**src/rtl/stopwatch_ctrl.sv**
```systemverilog
// stopwatch_ctrl
// Control unit for the stopwatch datapath. Both raw push buttons are
// synchronised, debounced and rising-edge detected; the resulting one-cycle
// pulses drive a Moore FSM (STOP / RUN / CLEAR) whose run/clear controls are
// decoded into flops.
//
// Optional feature macro: STOPWATCH_LAP_EN
//   undefined : clear press in RUN is ignored, o_lap = 0, display = live time.
//   defined   : clear press in RUN toggles a lap freeze of the displayed time.
//
// Ports
//   clk, reset              : clock (rising edge), async active-high reset
//   i_btn_run_stop          : raw run/stop button (async, active-high)
//   i_btn_clear             : raw clear/lap button (async, active-high)
//   i_msec/i_sec/i_min/i_hour : live time from the datapath
//   o_run, o_clear          : datapath run enable / clear strobe (registered)
//   o_state                 : FSM state, STOP=0 RUN=1 CLEAR=2
//   o_lap                   : display frozen on lap split
//   o_disp_*                : time forwarded to the display driver
module stopwatch_ctrl #(
    parameter int DEBOUNCE_CYC = 100_000
) (
    input  logic       clk,
    input  logic       reset,
    input  logic       i_btn_run_stop,
    input  logic       i_btn_clear,
    input  logic [6:0] i_msec,
    input  logic [6:0] i_sec,
    input  logic [6:0] i_min,
    input  logic [4:0] i_hour,
    output logic       o_run,
    output logic       o_clear,
    output logic [1:0] o_state,
    output logic       o_lap,
    output logic [6:0] o_disp_msec,
    output logic [6:0] o_disp_sec,
    output logic [6:0] o_disp_min,
    output logic [4:0] o_disp_hour
);

    localparam int CW = $clog2(DEBOUNCE_CYC + 1);
    localparam logic [CW-1:0] CNT_LAST = CW'(DEBOUNCE_CYC - 1);

    typedef enum logic [1:0] {
        ST_STOP  = 2'd0,
        ST_RUN   = 2'd1,
        ST_CLEAR = 2'd2
    } state_t;

    // Button index 0 = run/stop, 1 = clear/lap.
    logic [1:0]    raw_s;
    logic [1:0]    sync1_r;
    logic [1:0]    sync2_r;
    logic [1:0]    acc_r;
    logic [1:0]    acc_d_r;
    logic [1:0]    pulse_r;
    logic [CW-1:0] cnt_r [2];
    state_t        state_r;
    logic          lap_r;

    assign raw_s = {i_btn_clear, i_btn_run_stop};

    // Two-flop synchroniser for both raw buttons.
    always_ff @(posedge clk or posedge reset) begin
        if (reset) begin
            sync1_r <= 2'b00;
            sync2_r <= 2'b00;
        end else begin
            sync1_r <= raw_s;
            sync2_r <= sync1_r;
        end
    end

    // Debouncer: count consecutive disagreement cycles, accept the new level
    // on the DEBOUNCE_CYC-th one; any agreement restarts the count.
    always_ff @(posedge clk or posedge reset) begin
        if (reset) begin
            acc_r <= 2'b00;
            for (int b = 0; b < 2; b++) begin
                cnt_r[b] <= '0;
            end
        end else begin
            for (int b = 0; b < 2; b++) begin
                if (sync2_r[b] != acc_r[b]) begin
                    if (cnt_r[b] == CNT_LAST) begin
                        acc_r[b] <= sync2_r[b];
                        cnt_r[b] <= '0;
                    end else begin
                        cnt_r[b] <= cnt_r[b] + CW'(1);
                    end
                end else begin
                    cnt_r[b] <= '0;
                end
            end
        end
    end

    // Rising-edge detector on the accepted level; releases give no pulse.
    always_ff @(posedge clk or posedge reset) begin
        if (reset) begin
            acc_d_r <= 2'b00;
            pulse_r <= 2'b00;
        end else begin
            acc_d_r <= acc_r;
            pulse_r <= acc_r & ~acc_d_r;
        end
    end

`ifdef STOPWATCH_LAP_EN
    logic [6:0] lap_msec_r;
    logic [6:0] lap_sec_r;
    logic [6:0] lap_min_r;
    logic [4:0] lap_hour_r;
`endif

    // Moore FSM with outputs decoded from the next state into flops.
    // run/stop has priority, so a simultaneous clear pulse is dropped.
    always_ff @(posedge clk or posedge reset) begin
        if (reset) begin
            state_r <= ST_STOP;
            o_run   <= 1'b0;
            o_clear <= 1'b0;
            lap_r   <= 1'b0;
`ifdef STOPWATCH_LAP_EN
            lap_msec_r <= 7'd0;
            lap_sec_r  <= 7'd0;
            lap_min_r  <= 7'd0;
            lap_hour_r <= 5'd0;
`endif
        end else begin
            case (state_r)
                ST_STOP: begin
                    lap_r <= 1'b0;
                    if (pulse_r[0]) begin
                        state_r <= ST_RUN;
                        o_run   <= 1'b1;
                        o_clear <= 1'b0;
                    end else if (pulse_r[1]) begin
                        state_r <= ST_CLEAR;
                        o_run   <= 1'b0;
                        o_clear <= 1'b1;
                    end else begin
                        state_r <= ST_STOP;
                        o_run   <= 1'b0;
                        o_clear <= 1'b0;
                    end
                end
                ST_RUN: begin
                    o_clear <= 1'b0;
                    if (pulse_r[0]) begin
                        state_r <= ST_STOP;
                        o_run   <= 1'b0;
                        lap_r   <= 1'b0;
                    end else begin
                        state_r <= ST_RUN;
                        o_run   <= 1'b1;
`ifdef STOPWATCH_LAP_EN
                        if (pulse_r[1]) begin
                            if (!lap_r) begin
                                lap_msec_r <= i_msec;
                                lap_sec_r  <= i_sec;
                                lap_min_r  <= i_min;
                                lap_hour_r <= i_hour;
                            end else begin
                                lap_msec_r <= lap_msec_r;
                            end
                            lap_r <= ~lap_r;
                        end else begin
                            lap_r <= lap_r;
                        end
`else
                        lap_r <= 1'b0;
`endif
                    end
                end
                ST_CLEAR: begin
                    // One-cycle strobe; pulses seen here are discarded.
                    state_r <= ST_STOP;
                    o_run   <= 1'b0;
                    o_clear <= 1'b0;
                    lap_r   <= 1'b0;
                end
                default: begin
                    state_r <= ST_STOP;
                    o_run   <= 1'b0;
                    o_clear <= 1'b0;
                    lap_r   <= 1'b0;
                end
            endcase
        end
    end

    assign o_state = state_r;

`ifdef STOPWATCH_LAP_EN
    assign o_lap       = lap_r;
    assign o_disp_msec = lap_r ? lap_msec_r : i_msec;
    assign o_disp_sec  = lap_r ? lap_sec_r  : i_sec;
    assign o_disp_min  = lap_r ? lap_min_r  : i_min;
    assign o_disp_hour = lap_r ? lap_hour_r : i_hour;
`else
    assign o_lap       = 1'b0;
    assign o_disp_msec = i_msec;
    assign o_disp_sec  = i_sec;
    assign o_disp_min  = i_min;
    assign o_disp_hour = i_hour;
`endif

endmodule

```
**config.mk**
```make
export PLATFORM = sky130hd
export DESIGN_NAME = stopwatch_ctrl
export DESIGN_NICKNAME = d
export VERILOG_FILES = /design/src/rtl/stopwatch_ctrl.sv
export SDC_FILE = /design/constraint.sdc
export NUM_CORES = 1
export LEC_CHECK = 0
export CAP_MARGIN = 0
export CORE_UTILIZATION = 48
export CTS_CLUSTER_SIZE = 40
export DETAILED_ROUTE_END_ITERATION = 8
export PLACE_DENSITY = 0.78
export REMOVE_ABC_BUFFERS = 1
export SLEW_MARGIN = 0
export SYNTH_ARGS = -nofsm -noshare
export SYNTH_HDL_FRONTEND = slang
export SYNTH_SLANG_ARGS = --single-unit
export TNS_END_PERCENT = 100
```
**constraint.sdc**
```tcl
create_clock -name clk -period 2.1 [get_ports clk]
set_input_delay 0.315 -clock clk [delete_from_list [all_inputs] [get_ports clk]]
set_output_delay 0.315 -clock clk [all_outputs]
set_load 0.03 [all_outputs]
```
# [Word-level counts from Yosys, hierarchy flattened]
# Index checks and enable logic that the tools add are counted.
[word_totals] regBits=48 ramBits=0 mem_count=0 mem_bits_ro=0 in_bits=30 latchBits=0 out_inout_bits=31 elab_cells=37
[op_classes] add_sub_neg=2 muxes=14 n_shift=0 n_lt_le_gt_ge=0 n_div=0 reduce_logical=3 eq_ne=5 bitwise_logic=2 multipliers=0
[op_table] operator="$mux 17" n=4
[op_table] operator="$add 17x1->17 const B" n=2
[op_table] operator="$eq 17x17->1 const B" n=2
[op_table] operator="$mux 1" n=6
[op_table] operator="$mux 2" n=2
[op_table] operator="$pmux 2 s2" n=1
[op_table] operator="$reduce_and 2->1" n=2
[op_table] operator="$and 2x2->2" n=1
[op_table] operator="$eq 2x1->1 const B" n=1
[op_table] operator="$logic_not 2->1" n=1
[op_table] operator="$ne 1x1->1" n=2
[op_table] operator="$not 2->2" n=1
[op_table] operator="$pmux 1 s2" n=1

# [Logic depth before layout (Yosys ltp)]
[logic_depth] depth_word=3 mapped_depth=6 depth_no_buf=5

# [Worst setup path after synthesis]
# Ideal clock, no wire load.
[synth_timing] path_type="reg2reg" start="reg cnt_r[30] in the netlist's numbering" end="reg cnt_r[24] in the netlist's numbering" t_arrival_ns=1.585 period_less_slack_ns=1.706 stages_incl_launch_ff=5 required_time_ns=1.979 setup_ns=0.121 slack_ns=0.394 path_buffers=1 cell_sequence="dfrtp_1 or4b_1 o31ai_4 buf_2 nor2_1"
[synth_between] elab_chain_len=3
[synth_lines] item="from (decl)" line_no="57" text="logic [CW-1:0] cnt_r [2];"
[synth_lines] item="from (signal, indexed assignment)" line_no="89" text="cnt_r[b] <= cnt_r[b] + CW'(1);"
[synth_lines] item="$eq 17x17->1" line_no="85" text="if (cnt_r[b] == CNT_LAST) begin"
[synth_lines] item="$mux 17" line_no="85"
[synth_lines] item="$mux 17" line_no="84" text="if (sync2_r[b] != acc_r[b]) begin"
# Every way passes these cells.
# A chain may end at the register's enable or synchronous reset.

# [Final worst setup path]
[layout_timing] start="reg cnt_r[22] in the netlist's numbering" end="reg cnt_r[32] in the netlist's numbering"
[layout_between] elab_chain_len=3 elab_cells_between_ends=4 classes_between="1 x add/sub; 1 x eq/ne; 2 x mux"
[layout_lines] item="$add 17x1->17 or $eq 17x17->1 (tied branches)" line_no="89, 85"
[layout_lines] item="$mux 17 *" line_no="85"
[layout_lines] item="$mux 17 *" line_no="84"
# Every way passes the cells marked *; elsewhere a longest branch is shown, timed or not.

==> impl_metrics.csv <==
group,metric,value,unit
run_status,status,"completed",
yosys,synth_area_leaders,"dfrtp_1 (50%), buf_4 (9.0%), xnor2_1 (9.0%)",
setup_path,worstPathRequired,2.32,ns
yosys,synth_area_per_cell,10.31,um^2
layout,utilization,52.94,%
yosys,syn_area,0.002331,mm^2
min_path,whs_path_depth,0,
floorplan,die_y,71.69,um
layout,layout_common_cells,"dfrtp_1 (47), nor2_1 (35), xnor2_1 (24)",
clock_network,htreeDepth,2,
timing,hold_viol,0,
setup_path,start_kind,"flip-flop",
timing,rsz0062_at_grt,"no",
timing,max_freq,0.5547,GHz
floorplan,ioPinCount,61,
yosys,ys_warn_count,0,
setup_path,cp-startpoint,"cnt_r[22]",
setup_path,cpPeakStageDelay,0.51,ns
route,drc,0,
pwr,switching_share,21.20,%
setup_path,reg2reg_slack,0.30,ns
placement,hpwl,3059,um
global_route,grt_usage,19.21,%
pwr,power_frac_comb,3.8,%
setup_path,crit_path_end_kind,"flip-flop",
floorplan,dieArea,0.005139,mm^2
timing,fin_ws,0.2973,ns
global_route,grt_pass1_vias,1468,
route,vias,1507,
pwr,seq_power_share,55.4,%
placement,place_ws,0.3219,ns
setup_path,cpMaxStageDelayCell,"dfrtp_1",
layout,nNetsFinal,244,
global_route,grt-ovfl-total,0,
placement,gp_congestion,0.8135,
layout,antenna_cells,0,
pwr,vdd_drop_max,0.3211,mV
yosys,yosysTopAreaCellShare,50.46,%
timing,slew_headroom,62.06,%
layout,drive_gt1_share,8.451,%
setup_path,reg2reg_depth,4,
clock_network,hold_buffers,0,
layout,areaGrowthSynthToFinish,2.308,%
timing,tightest_slew,0.5691,ns
timing,report.final.slew_viol_count,0,
floorplan,rows,24,
pwr,power.internal,1.325,mW
yosys,netlist_instances,226,
timing,setup-tns-final,0,ns
floorplan,core_area,0.004504,mm^2
yosys,ys_seq_area_share,50.46,%
global_route,antenna_found_initial,0,
clock_network,cts_max_path_buffers,2,
clock_network,clk_latency,0.30,ns
yosys,synth_largest_area_cell,"dfrtp_1",
setup_path,crit_end,"cnt_r[32]",
clock_network,cts_buffers,5,
timing,fin_crit_sh,85.84,%
setup_path,critPathArrivalTime,2.02,ns
clock_network,cts_setup_buffers,0,
timing,setup_viol,0,
flow_run,cap_violations,0,
setup_path,crit_chain,"nand4_4 -> or3_1 -> or4_1 -> a21oi_1",
timing,clock-skew-final,0.01229,ns
clock_network,root_buffer,"clkbuf_8",
route,detail-route-antenna-nets,0,
setup_path,r2r-start,"cnt_r[22]",
clock_network,cts_tree,"built",
layout,mostFrequentLayoutCell,"dfrtp_1",
clock_network,clkSinkCount,47,
setup_path,crit_fanout,8,
clock_network,cts-resized-gates,0,
route,drtIter0Drc,120,
yosys,synth_seq_cells,47,
route,first_pass_iters,4,
setup_path,r2r-end,"cnt_r[32]",
timing,holdWs,0.3550,ns
pwr,p_leak,0.9749,nW
timing,min_period,1.803,ns
yosys,synth.distinct_cells,31,
pwr,clkPwrFrac,40.8,%
route,wl_per_cell,16.39,um
route,via_per_inst,5.687,
min_path,hold_class,"flip-flop to flip-flop",
floorplan,die_w,71.69,um
floorplan,initial_core_util,51.75,%
route,drt-total-wl,4343,um
setup_path,critPathKind,"flip-flop to flip-flop",
clock_network,clk_pin_slew_worst_paths,0.09,ns
global_route,grt_max_degree,48,
placement,port_buffers,7,
pwr,power_density,704.9,mW/mm^2
global_route,grt_pass1_wl,7383,um
pwr,switchingPower,356.3,uW
-- logic make-up (layout without fill, tap and decap cells) --
logic type                 count (synthesis)  count (layout)  share of synthesized area (%)
and+or+nand+nor                          101             101                          22.81
DFF                                       47              47                          50.46
buffers and inverters                     37              24                          10.63
xor gates and xnor gates                  32              32                          12.02
AOI/OAI and AO/OA                          4               4                          1.879
adders and majority gates                  2               2                          1.073
muxes                                      2               2                         0.9661
other                                      1               1                         0.1609
-- routing by layer --
| layer | vias to the layer above | part of all wire [%] | track usage [%] |
|---|---|---|---|
| met2 | 61 | 41 | 23.27 |
| met1 | 727 | 47 | 27.67 |
| li1 | 714 | - | - |
| met5 | - | 0 | 5.051 |
| met4 | 0 | 1.4 | 7.843 |
| met3 | 5 | 10 | 10.27 |
-- cell usage after synthesis (all sizes together) --
cell     number
buf          31
a41o          1
o31ai         2
nor3         10
nand2        11
xnor2        24
nand4bb       1
ha            2
xor2          8
nor2b         2
mux2          2
nand4        12
and4          2
nand3        10
conb          1
nor4b         2
nor2         35
clkbuf        1
dfrtp        47
or3           1
nand2b        1
nor4         11
a21oi         1
or4b          1
or4           1
inv           5
and2          1
-- worst max-delay path: cells and delay by family (launching register included) --
| kind | cells | cell delay [ns] |
|---|---|---|
| DFF | 1 | 0.51 |
| AOI/OAI and AO/OA | 1 | 0.15 |
| and+or+nand+nor | 3 | 1.07 |
-- state kept, by name, summed over array words and instances, names as in the netlist --
register / flops
o_clear: 1
sync2_r: 2
acc_r: 2
o_state: 2
cnt_r: 34
sync1_r: 2
pulse_r: 2
acc_d_r: 2
-- worst min path at each step --
stage,end,from,slack (ns)
final,sync2_r[1],sync1_r[1],0.36
after global routing,sync2_r[1],sync1_r[1],0.36
after CTS,sync2_r[1],sync1_r[1],0.36
after detailed placement,sync2_r[1],sync1_r[1],0.33
after global placement,sync2_r[0],sync1_r[0],0.33
after floorplan,sync2_r[0],sync1_r[0],0.33
-- area by class of cell --
class                           count  area (um^2)
Tap cell                           52        65.06
Multi-Input combinational cell    142        907.1
Sequential cell                    47         1176
Timing Repair Buffer               11        100.1
Inverter                            5        18.77
Fill cell                         407         2120
Clock inverter                      2        35.03
Clock buffer                        6        82.58
-- through the flow --
| step | power [mW] | area [um^2] | instances |
|---|---|---|---|
| floorplan | 0.9897 | 2102 | 194 |
| global placement | 1.014 | 2267 | 257 |
| detailed placement | 1.015 | 2267 | 257 |
| CTS | 1.688 | 2385 | 265 |
| global route | 1.735 | 2385 | 265 |
| finish | 1.681 | 2385 | 265 |
-- power by group through the flow --
stage / sequential, mW / clock [mW] / combinational, mW
2_1_floorplan: 0.946 / 0 / 0.0433
3_3_place_gp: 0.948 / 0 / 0.0653
3_5_place_dp: 0.949 / 0 / 0.0659
4_1_cts: 0.931 / 0.691 / 0.0665
5_1_grt: 0.933 / 0.727 / 0.0751
6_report: 0.931 / 0.685 / 0.0647
No activity file was read; power rests on OpenSTA's default activity.
